===== config.mk =====
export PLATFORM = sky130hd
export DESIGN_NAME = semaforo_sequencer
export DESIGN_NICKNAME = d
export VERILOG_FILES = /design/src/rtl/semaforo_sequencer.sv
export SDC_FILE = /design/constraint.sdc
export NUM_CORES = 1
export LEC_CHECK = 0
export CAP_MARGIN = 20
export CORE_MARGIN = 2
export CORE_UTILIZATION = 45
export CTS_BUF_LIST = sky130_fd_sc_hd__clkbuf_4 sky130_fd_sc_hd__clkbuf_8
export DETAILED_ROUTE_END_ITERATION = 6
export GPL_TIMING_DRIVEN = 0
export PLACE_DENSITY = 0.68
export SYNTH_ARGS = -nofsm -noshare
export SYNTH_HDL_FRONTEND = slang
export SYNTH_SLANG_ARGS = --single-unit
export TNS_END_PERCENT = 100

===== constraint.sdc =====
create_clock -name clklf -period 2.95 [get_ports clklf]
set_input_delay 0.295 -clock clklf [delete_from_list [all_inputs] [get_ports clklf]]
set_output_delay 0.295 -clock clklf [all_outputs]
set_load 0.02 [all_outputs]

===== src/rtl/semaforo_sequencer.sv =====
// semaforo_sequencer: upstream phase controller that times the traffic-light FSM through its change input.
// Optional pedestrian button path is compiled only when SEMAFORO_SEQ_PED_EN is defined.
module semaforo_sequencer #(
  parameter logic [15:0] GREEN_MIN   = 16'd20000,
  parameter logic [15:0] GREEN_MAX   = 16'd60000,
  parameter logic [15:0] RED_TIME    = 16'd40000,
  parameter logic [7:0]  DEB_LEN     = 8'd50,
  parameter logic [15:0] HANDOFF_MAX = 16'd40000
) (
  input  logic clklf,
  input  logic reset,
  input  logic en,
  input  logic ped_btn,
  input  logic green,
  input  logic yellow,
  input  logic red,
  output logic change,
  output logic ped_wait,
  output logic fault
);

  localparam int unsigned CNT_W = 16;
  localparam int unsigned DEB_W = 8;

  typedef enum logic [1:0] {
    S_IDLE,
    S_GREEN,
    S_RED,
    S_HANDOFF
  } state_t;

  typedef enum logic [2:0] {
    L_OFF,
    L_G,
    L_Y,
    L_R,
    L_ERR
  } light_t;

  state_t           state_q, state_d;
  logic [CNT_W-1:0] dwell_q, dwell_d;
  logic [CNT_W-1:0] hcnt_q, hcnt_d;
  logic             tgt_green_q, tgt_green_d;
  logic             change_q, change_d;
  logic             ped_wait_q, ped_wait_d;
  logic             fault_q, fault_d;
  logic             press_evt;
  light_t           light;

  // Decode light FSM outputs; unlisted codes are treated as an error
  always_comb begin
    case ({green, yellow, red})
      3'b100:  light = L_G;
      3'b010:  light = L_Y;
      3'b001:  light = L_R;
      3'b000:  light = L_OFF;
      default: light = L_ERR;
    endcase
  end

`ifdef SEMAFORO_SEQ_PED_EN
  logic [1:0]       sync_q, sync_d;
  logic [DEB_W-1:0] deb_q, deb_d;

  // Two-flop synchronizer and saturating debounce counter
  always_comb begin
    sync_d = {sync_q[0], ped_btn};
    deb_d  = '0;
    if (en && sync_q[1]) begin
      deb_d = (deb_q == DEB_LEN) ? deb_q : deb_q + DEB_W'(1);
    end
  end

  // Single-cycle event on the edge the count reaches DEB_LEN; saturation keeps a held button to one event
  assign press_evt = en && sync_q[1] && (deb_q == DEB_LEN - DEB_W'(1));

  always_ff @(posedge clklf) begin
    if (reset) begin
      sync_q <= '0;
      deb_q  <= '0;
    end else begin
      sync_q <= sync_d;
      deb_q  <= deb_d;
    end
  end
`else
  logic unused_ped_btn;
  assign unused_ped_btn = ped_btn;
  assign press_evt      = 1'b0;
`endif

  // Next-state, counters and registered outputs
  always_comb begin
    state_d     = state_q;
    dwell_d     = '0;
    hcnt_d      = '0;
    tgt_green_d = tgt_green_q;
    change_d    = 1'b0;
    ped_wait_d  = ped_wait_q;
    fault_d     = fault_q;

    if (!en) begin
      state_d    = S_IDLE;
      ped_wait_d = 1'b0;
    end else begin
      if (press_evt && (state_q != S_IDLE)) begin
        ped_wait_d = 1'b1;
      end
      case (state_q)
        S_IDLE: begin
          if (!fault_q) begin
            if (light == L_G) begin
              state_d = S_GREEN;
            end else if (light == L_R) begin
              state_d = S_RED;
            end
          end
        end
        S_GREEN: begin
          if (light == L_ERR) begin
            fault_d = 1'b1;
            state_d = S_IDLE;
          end else if (light == L_OFF) begin
            state_d = S_IDLE;
          end else if ((dwell_q == GREEN_MAX - CNT_W'(1)) ||
                       ((ped_wait_q || press_evt) && (dwell_q >= GREEN_MIN - CNT_W'(1)))) begin
            change_d    = 1'b1;
            ped_wait_d  = 1'b0;
            tgt_green_d = 1'b0;
            state_d     = S_HANDOFF;
          end else begin
            dwell_d = dwell_q + CNT_W'(1);
          end
        end
        S_RED: begin
          if (light == L_ERR) begin
            fault_d = 1'b1;
            state_d = S_IDLE;
          end else if (light == L_OFF) begin
            state_d = S_IDLE;
          end else if (dwell_q == RED_TIME - CNT_W'(1)) begin
            change_d    = 1'b1;
            tgt_green_d = 1'b1;
            state_d     = S_HANDOFF;
          end else begin
            dwell_d = dwell_q + CNT_W'(1);
          end
        end
        S_HANDOFF: begin
          if (light == L_ERR) begin
            fault_d = 1'b1;
            state_d = S_IDLE;
          end else if (tgt_green_q && (light == L_G)) begin
            state_d = S_GREEN;
          end else if (!tgt_green_q && (light == L_R)) begin
            state_d = S_RED;
          end else if (hcnt_q == HANDOFF_MAX - CNT_W'(1)) begin
            fault_d = 1'b1;
            state_d = S_IDLE;
          end else begin
            hcnt_d = hcnt_q + CNT_W'(1);
          end
        end
        default: state_d = S_IDLE;
      endcase
    end
  end

  always_ff @(posedge clklf) begin
    if (reset) begin
      state_q     <= S_IDLE;
      dwell_q     <= '0;
      hcnt_q      <= '0;
      tgt_green_q <= 1'b0;
      change_q    <= 1'b0;
      ped_wait_q  <= 1'b0;
      fault_q     <= 1'b0;
    end else begin
      state_q     <= state_d;
      dwell_q     <= dwell_d;
      hcnt_q      <= hcnt_d;
      tgt_green_q <= tgt_green_d;
      change_q    <= change_d;
      ped_wait_q  <= ped_wait_d;
      fault_q     <= fault_d;
    end
  end

  assign change   = change_q;
  assign ped_wait = ped_wait_q;
  assign fault    = fault_q;

endmodule

After elaboration in Yosys (flattened, before gate mapping)
Cells that the tools add are included.

storage, ports and cells
  bits in registers = 37
  input bits = 7
  output and inout bits = 3
  logic and storage cells = 93

operators by class
  add/sub/neg operators = 2
  equality and inequality tests = 27
  mux-type cells = 42
  bitwise logic cells = 2
  reduce and logical (&&, ||, !) cells = 14

operators with widths
  operator                 number
  $mux W16                 6
  $eq A16 B16 Y1 const B   3
  $add A16 B1 Y16 const B  2
  $pmux W16 S2             1
  $mux W2                  13
  $mux W1                  17
  $ne A2 B2 Y1 const B     7
  $ne A3 B3 Y1 const B     4
  $pmux W3 S4              1
  $ne A4 B4 Y1 const B     2
  $pmux W2 S4              1
  $reduce_and A8 Y1        1
  $reduce_or A7 Y1         1
  $eq A3 B1 Y1 const B     2
  $eq A3 B2 Y1 const B     2
  $eq A3 B3 Y1 const B     2
  $logic_not A3 Y1         2
  $pmux W1 S2              3
  $reduce_and A6 Y1        1
  $ne A5 B5 Y1 const B     1
  $reduce_and A5 Y1        1
  $eq A2 B2 Y1 const B     2
  $reduce_bool A2 Y1       2
  $reduce_or A2 Y1         2
  other kinds (6)          8

Logic depth before layout (Yosys ltp)
Gate-level depths: netlist (run 1).

  depth after elaboration = 8
  depth in mapped cells = 7
  depth with buffers taken out = 7

Worst setup path after synthesis (run 1)
OpenSTA, ideal clock, no wires.

  path kind = register to register
  start = register hcnt_q[9]
  end = register state_q[0]
  library setup time = 0.072 ns
  arrival = 2.025 ns
  data required time = 2.878 ns
  slack = 0.854 ns
  stages on the path, launching flop included = 6
  buffers on the path = 0
  period minus slack after synthesis = 2.096 ns
  cells stage by stage = dfxtp_1 -> or4b_1 -> or4_1 -> and2_4 -> a221oi_4 -> mux2i_1

between the ends
  word-level cells in the longest chain between the ends = 3

ends and longest elaborated chain
  what                                line  RTL
  start: declaration                  42    logic [CNT_W-1:0] hcnt_q, hcnt_d;
  start signal: assignment            181   hcnt_q <= hcnt_d;
  $eq A16 B16 Y1                      157   end else if (hcnt_q == HANDOFF_MAX - CNT_W'(1)) begin
  $ne A5 B5 Y1 (no source line)       n/a
  $reduce_and A5 Y1 (no source line)  n/a
  end signal: assignment              179   state_q <= state_d;
  end: declaration                    40    state_t state_q, state_d;

No other way between the ends.
A chain may end at the register's enable or synchronous reset.

Worst setup path after layout (run 1)
  start = input port green
  end = register dwell_q[8]

between the ends
  word-level cells in the longest chain between the ends = 6
  elaborated cells on any way between the ends = 12
  those cells by class = eq/ne (4); mux (6); reduce/logical (2)

ends and longest elaborated chain
  what                                        line      RTL
  start: declaration                          14        input logic green,
  $eq A3 B1 Y1, or another cell as far along  52        case ({green, yellow, red})
  $pmux W3 S4 *                               52
  $logic_not A3 Y1                            123, 139
  $mux W16 (on tied branches)                 139, 123
  $mux W16 (on tied branches)                 136, 120
  $pmux W16 S2 *                              109       case (state_q)
  end signal: assignment                      180       dwell_q <= dwell_d;
  end: declaration                            41        logic [CNT_W-1:0] dwell_q, dwell_d;

Every way passes the cells marked *; elsewhere a longest branch is shown, timed or not.

==> results of run 1 <==
## cells by family after synthesis
kind of cell	after synthesis	share of synthesized area, %
simple gates	109	29.83
xor+xnor	28	12.71
other cells	1	0.1944
mux	4	2.205
compound gates	21	8.043
flops	37	38.39
fa+ha+maj	8	5.058
buf+inv	17	3.566
## path summary, 6_finish.rpt
check | to | depth (start not counted)
max | dwell_q[8] | 7
min | hcnt_q[0] | 1
max reg2reg | state_q[0] | 5
min reg2reg | hcnt_q[0] | 1
## state kept, by name, indices dropped and copies added, names as in the netlist
signal       count
hcnt_q          16
change           1
dwell_q         16
state_q          2
tgt_green_q      1
fault            1
## cell type report
class / instances / area (µm²)
Timing Repair Buffer: 6 / 60.06
Inverter: 11 / 41.29
Sequential cell: 37 / 740.7
Buffer: 6 / 27.53
Fill cell: 397 / 1916
Tap cell: 50 / 62.56
Clock buffer: 7 / 90.09
Multi-Input combinational cell: 171 / 1120
## cells in the final DEF (no fill, tap or decap), types with 7 or more instances in the layout
cell,count
nor2_1,36
dfxtp_1,37
xnor2_1,18
ha_1,7
nand3_1,10
nand2_1,14
xor2_1,10
nor3_1,7
inv_1,11
## worst register-to-register path: stages, from the launching register on
cell	delay [ps]
dfxtp_1	350
or4b_1	510
or4_1	580
and2_4	210
a221oi_4	320
mux2i_1	210
## per-layer routing
layer	wire, µm	GRT usage [%]	share of wire, %	up-vias
li1	-	-	-	796
met1	1736	20.29	52	679
met2	1449	22.44	43	14
met3	90	3.488	2.7	8
met4	79	7.843	2.4	0
met5	0	0	0	-
## through the flow
step,std cells,total power [mW]
global placement,281,0.5676
finish,288,0.9211
global route,288,0.9583
floorplan,225,0.5517
CTS,288,0.9351
detailed placement,281,0.5675
## where the power goes
part           internal (mW)  switching [mW]
clock network          0.194           0.170
logic                 0.0247          0.0297
registers              0.501         0.00157
==> results.cfg, run 1 <==
[grt]
grt_usage_pct = 15.08
grt_pass1_vias = 1331
grt_max_degree = 11
antenna_found_initial = 0
grt_pass1_wl_um = 5899
overflow = 0

[clocking]
max-clock-path-buffers = 2
cts_tree = done
postCtsSetupBuffers = 0
post_cts_resized = 0
h-tree-depth = 2
ctsHoldBuffers = 0
numCtsBuffers = 5
cts_sinks = 37
clock_latency_ps = 290
root_buffer = clkbuf_8
clk_pin_slew_ps = 70

[route]
wire_per_inst_um = 11.65
drt_iter0_markers = 63
drt.antenna.violating_nets = 0
drcViolationCount = 0
drt-total-wl_um = 3355
num_vias = 1497
viasPerCell = 5.198
drtPass1Iterations = 4

[run_status]
status = complete, no violations

[yosys]
synth_edf_count = 0
synth-main-ff-cell = dfxtp_1
synth-seq-area-share_pct = 38.39
synth-warning-count = 0
async_flop_share_pct = 0
ys_types = 45
avgSynthCellArea_um2 = 8.575
synth_area_leaders = dfxtp_1 38%, xnor2_1 8.2%, nor2_1 7.0%, ha_1 4.5%, xor2_1 4.5%
synthesis.area_um2 = 1929
yosysTopAreaCell = dfxtp_1
postSynthCellCount = 225
yosysMostFrequentCell = dfxtp_1
synth_common_cells = 37 x dfxtp_1, 36 x nor2_1, 18 x xnor2_1
syn_nets = 239
synth_top_area_share_pct = 38.39
synth_seq_cells = 37

[die]
dieArea_um2 = 4827
fp.dieW_um = 69.48
rows = 23
die_h_um = 69.48
core_area_um2 = 4058
pin_count = 10
start_util_pct = 47.55

[worst_setup_path]
r2r_slack_ps = 710
timing_worst_setup_path_type = primary input to register
cp_max_fo = 10
worst-path-buf-inv = 2
endpoint_kind = register
start_kind = primary input
arrival_ps = 2490
critPathLaunch = green
path_delay_family = buffers and inverters
crit_slowest_cell = clkdlybuf4s50_1
required_ps = 3170
cpMostUsedCell = nand2b_1
crit_chain = clkdlybuf4s50_1 -> nand2b_1 -> o22ai_1 -> nand4b_1 -> nand2b_1 -> clkbuf_1 -> nor2_1
reg2reg_from = hcnt_q[9]
cpPeakStageDelay_ps = 620

[layout]
area_growth_pct = 11.02
fin_nets = 252
antenna_cells = 0
drive_gt1_share_pct = 5.882
stdcell_area_um2 = 2142
postLayoutCoreUtil_pct = 52.79

[sta]
rsz0062_at_grt = false
final-hold-violation-count = 0
slew_violations = 0
timing.final.crit_share_pct = 76.98
layout_setup_ws_ps = 679.0
setup_viol = 0
finalClockSkew_ps = 4.083
relSlewSlack_pct = 58.91
fmaxAchievable_mhz = 440.3
holdWs_ps = 447.0
min_period_ps = 2271
finalSetupTns_ps = 0
worstMarginPinSlew_ps = 611.1

[place]
portBuffers = 6
place_area_um2 = 2052
hpwl_um = 2440
place_ws_ps = 404.4
gp_congestion = 0.7796

[min_path]
worstHoldPathType = register to register
min_from = hcnt_q[0]

[power]
p_per_area_nw_per_um2 = 430.0
ir_worst_vdd_mv = 0.2956
power_leakage_nw = 0.6911

[job]
maxCapViolCount = 0
Power figures use the tool's default switching activity.
==> run 2, diff against run 1 <==
--- a/config.mk
+++ b/config.mk
@@ -11,7 +11,7 @@
 export CTS_BUF_LIST = sky130_fd_sc_hd__clkbuf_4 sky130_fd_sc_hd__clkbuf_8
 export DETAILED_ROUTE_END_ITERATION = 6
 export GPL_TIMING_DRIVEN = 0
-export PLACE_DENSITY = 0.68
+export PLACE_DENSITY = 0.7
 export SYNTH_ARGS = -nofsm -noshare
 export SYNTH_HDL_FRONTEND = slang
 export SYNTH_SLANG_ARGS = --single-unit
==> constraint.sdc (replaced) <==
create_clock -name clklf -period 1.95 [get_ports clklf]
set_input_delay 0.195 -clock clklf [delete_from_list [all_inputs] [get_ports clklf]]
set_output_delay 0.195 -clock clklf [all_outputs]
set_load 0.02 [all_outputs]
==> results.cfg, run 2 (synthesis results as in run 1) <==
[route]
viasPerCell = 5.158
drt.antenna.violating_nets = 0
drt_iter0_markers = 52
drcViolationCount = 0
drtPass1Iterations = 4
drt-total-wl_um = 3546
num_vias = 1532
wire_per_inst_um = 11.94

[grt]
overflow = 0
grt_pass1_wl_um = 6230
grt_pass1_vias = 1422
grt_max_degree = 11
antenna_found_initial = 0
grt_usage_pct = 15.69

[layout]
drive_gt1_share_pct = 13.77
seq_area_um2 = 744.5
fin_nets = 261
mostFrequentLayoutCells = 36 x nor2_1, 34 x dfxtp_1, 18 x xnor2_1, 14 x nand2_1, 11 x inv_1
area_growth_pct = 18.48
final.fill_count = 379
multiInputGateArea_um2 = 1159
reg_top3 = dwell_q (16), hcnt_q (16), state_q (2)
antenna_cells = 0
stdcell_count = 297
final_common_cell = nor2_1

[die]
die_h_um = 69.48
rows = 23
pin_count = 10
fp.dieW_um = 69.48
start_util_pct = 47.55
dieArea_um2 = 4827
core_area_um2 = 4058

[power]
power_frac_comb_pct = 6.2
ir_worst_vdd_mv = 0.3713
p_per_area_nw_per_um2 = 612.2
p_seq_share_pct = 54.3
p_sw_mw = 0.3083
internal-power_mw = 1.091
clockPowerShare_pct = 39.5
switching_share_pct = 22.03
power_leakage_nw = 0.7654
total_power_mw = 1.400

[sta]
finalClockSkew_ps = 4.299
final-hold-violation-count = 0
fmaxAchievable_mhz = 473.8
relSlewSlack_pct = 63.09
setup_viol = 18
worstMarginPinSlew_ps = 549.4
layout_setup_ws_ps = -160.6
slew_violations = 0
timing.final.crit_share_pct = 108.2
min_period_ps = 2111
finalSetupTns_ps = -2128
rsz0062_at_grt = true

[worst_setup_path]
required_ps = 2170
crit_chain = or4b_1 -> or4_4 -> and2_4 -> a221oi_4 -> mux2i_1
crit_slowest_cell = or4_4
start_kind = register
cp_max_fo = 2
cpPeakStageDelay_ps = 540
reg2regPathDepth = 5
endpoint = state_q[0]
endpoint_kind = register
timing_worst_setup_path_type = register to register
r2r_slack_ps = -160
reg2reg_to = state_q[0]
critPathLaunch = hcnt_q[14]
arrival_ps = 2330
reg2reg_from = hcnt_q[14]

[job]
maxCapViolCount = 0

[place]
hpwl_um = 2527
dp.cells = 281
place_ws_ps = -475.7
gp_congestion = 0.7868
portBuffers = 6

[clocking]
max-clock-path-buffers = 2
cts_sinks = 37
numCtsBuffers = 5
ctsHoldBuffers = 0
clk_pin_slew_ps = 70
clock_latency_ps = 290
root_buffer = clkbuf_8
cts_tree = done
h-tree-depth = 2

[run_status]
violations = negative setup slack
status = complete, but fails checks

[min_path]
min_path_cells = 1
worstHoldPathType = register to register
==> run 2: cell types whose count changed in the layout (fill, tap and decap cells not counted), sizes merged <==
cell           before  now
buf                 2   11
clkdlybuf4s50       6    5
dlymetal6s2s        0    1
==> run 2: power by group through the flow <==
stage	logic (mW)	clock network, mW	registers (mW)
after floorplan	0.0569	0	0.778
after global routing	0.0959	0.600	0.759
after CTS	0.0817	0.574	0.760
after detailed placement	0.0810	0	0.777
after global placement	0.0810	0	0.777
final	0.0869	0.553	0.760
==> run 2: what timing repair did <==
item | CTS | global route
cloned | 0 | 1
setup endpoints to repair | 22 | 27
resized for setup | 5 | 12
setup buffers | 2 | 6
==> run 2: area by class of cell <==
cell class / count / area share, %
inverter: 11 / 1.806
sequential: 37 / 32.57
multi-input combinational: 171 / 50.68
clock buffer: 7 / 3.941
tap: 50 / 2.737
buffer: 6 / 1.806
timing repair buffer: 15 / 6.459
==> run 2: metrics by stage <==
stage          hold slack [ps]  utilization (%)  instance area, µm²
6_report                 433.2            56.34                2286
5_1_grt                  473.8            56.34                2286
4_1_cts                  442.3            53.53                2172
3_5_place_dp             433.0            50.66                2056
3_3_place_gp             427.7            50.66                2056
2_1_floorplan            264.1                -                1933
==> run 2: worst min-delay path by stage <==
stage / end / slack [ps] / startpoint
final: hcnt_q[0] / 430 / hcnt_q[0]
after CTS: hcnt_q[0] / 440 / hcnt_q[0]
after global routing: hcnt_q[0] / 470 / hcnt_q[0]
after detailed placement: hcnt_q[0] / 430 / hcnt_q[0]
after global placement: hcnt_q[0] / 430 / hcnt_q[0]
after floorplan: fault / 260 / reset
==> run 2: layer usage <==
layer / global-route usage (%) / part of all wire, %
met1: 20.18 / 50
met5: 0 / 0
met4: 5.229 / 1.4
met3: 4.942 / 3.3
met2: 24.89 / 45
==> run 2: worst max-delay path: cells and delay by family (launching register included) <==
family | cells | cell delay (ps)
AOI/OAI and AO/OA | 1 | 310
muxes | 1 | 210
DFF | 1 | 320
and+or+nand+nor | 3 | 1220
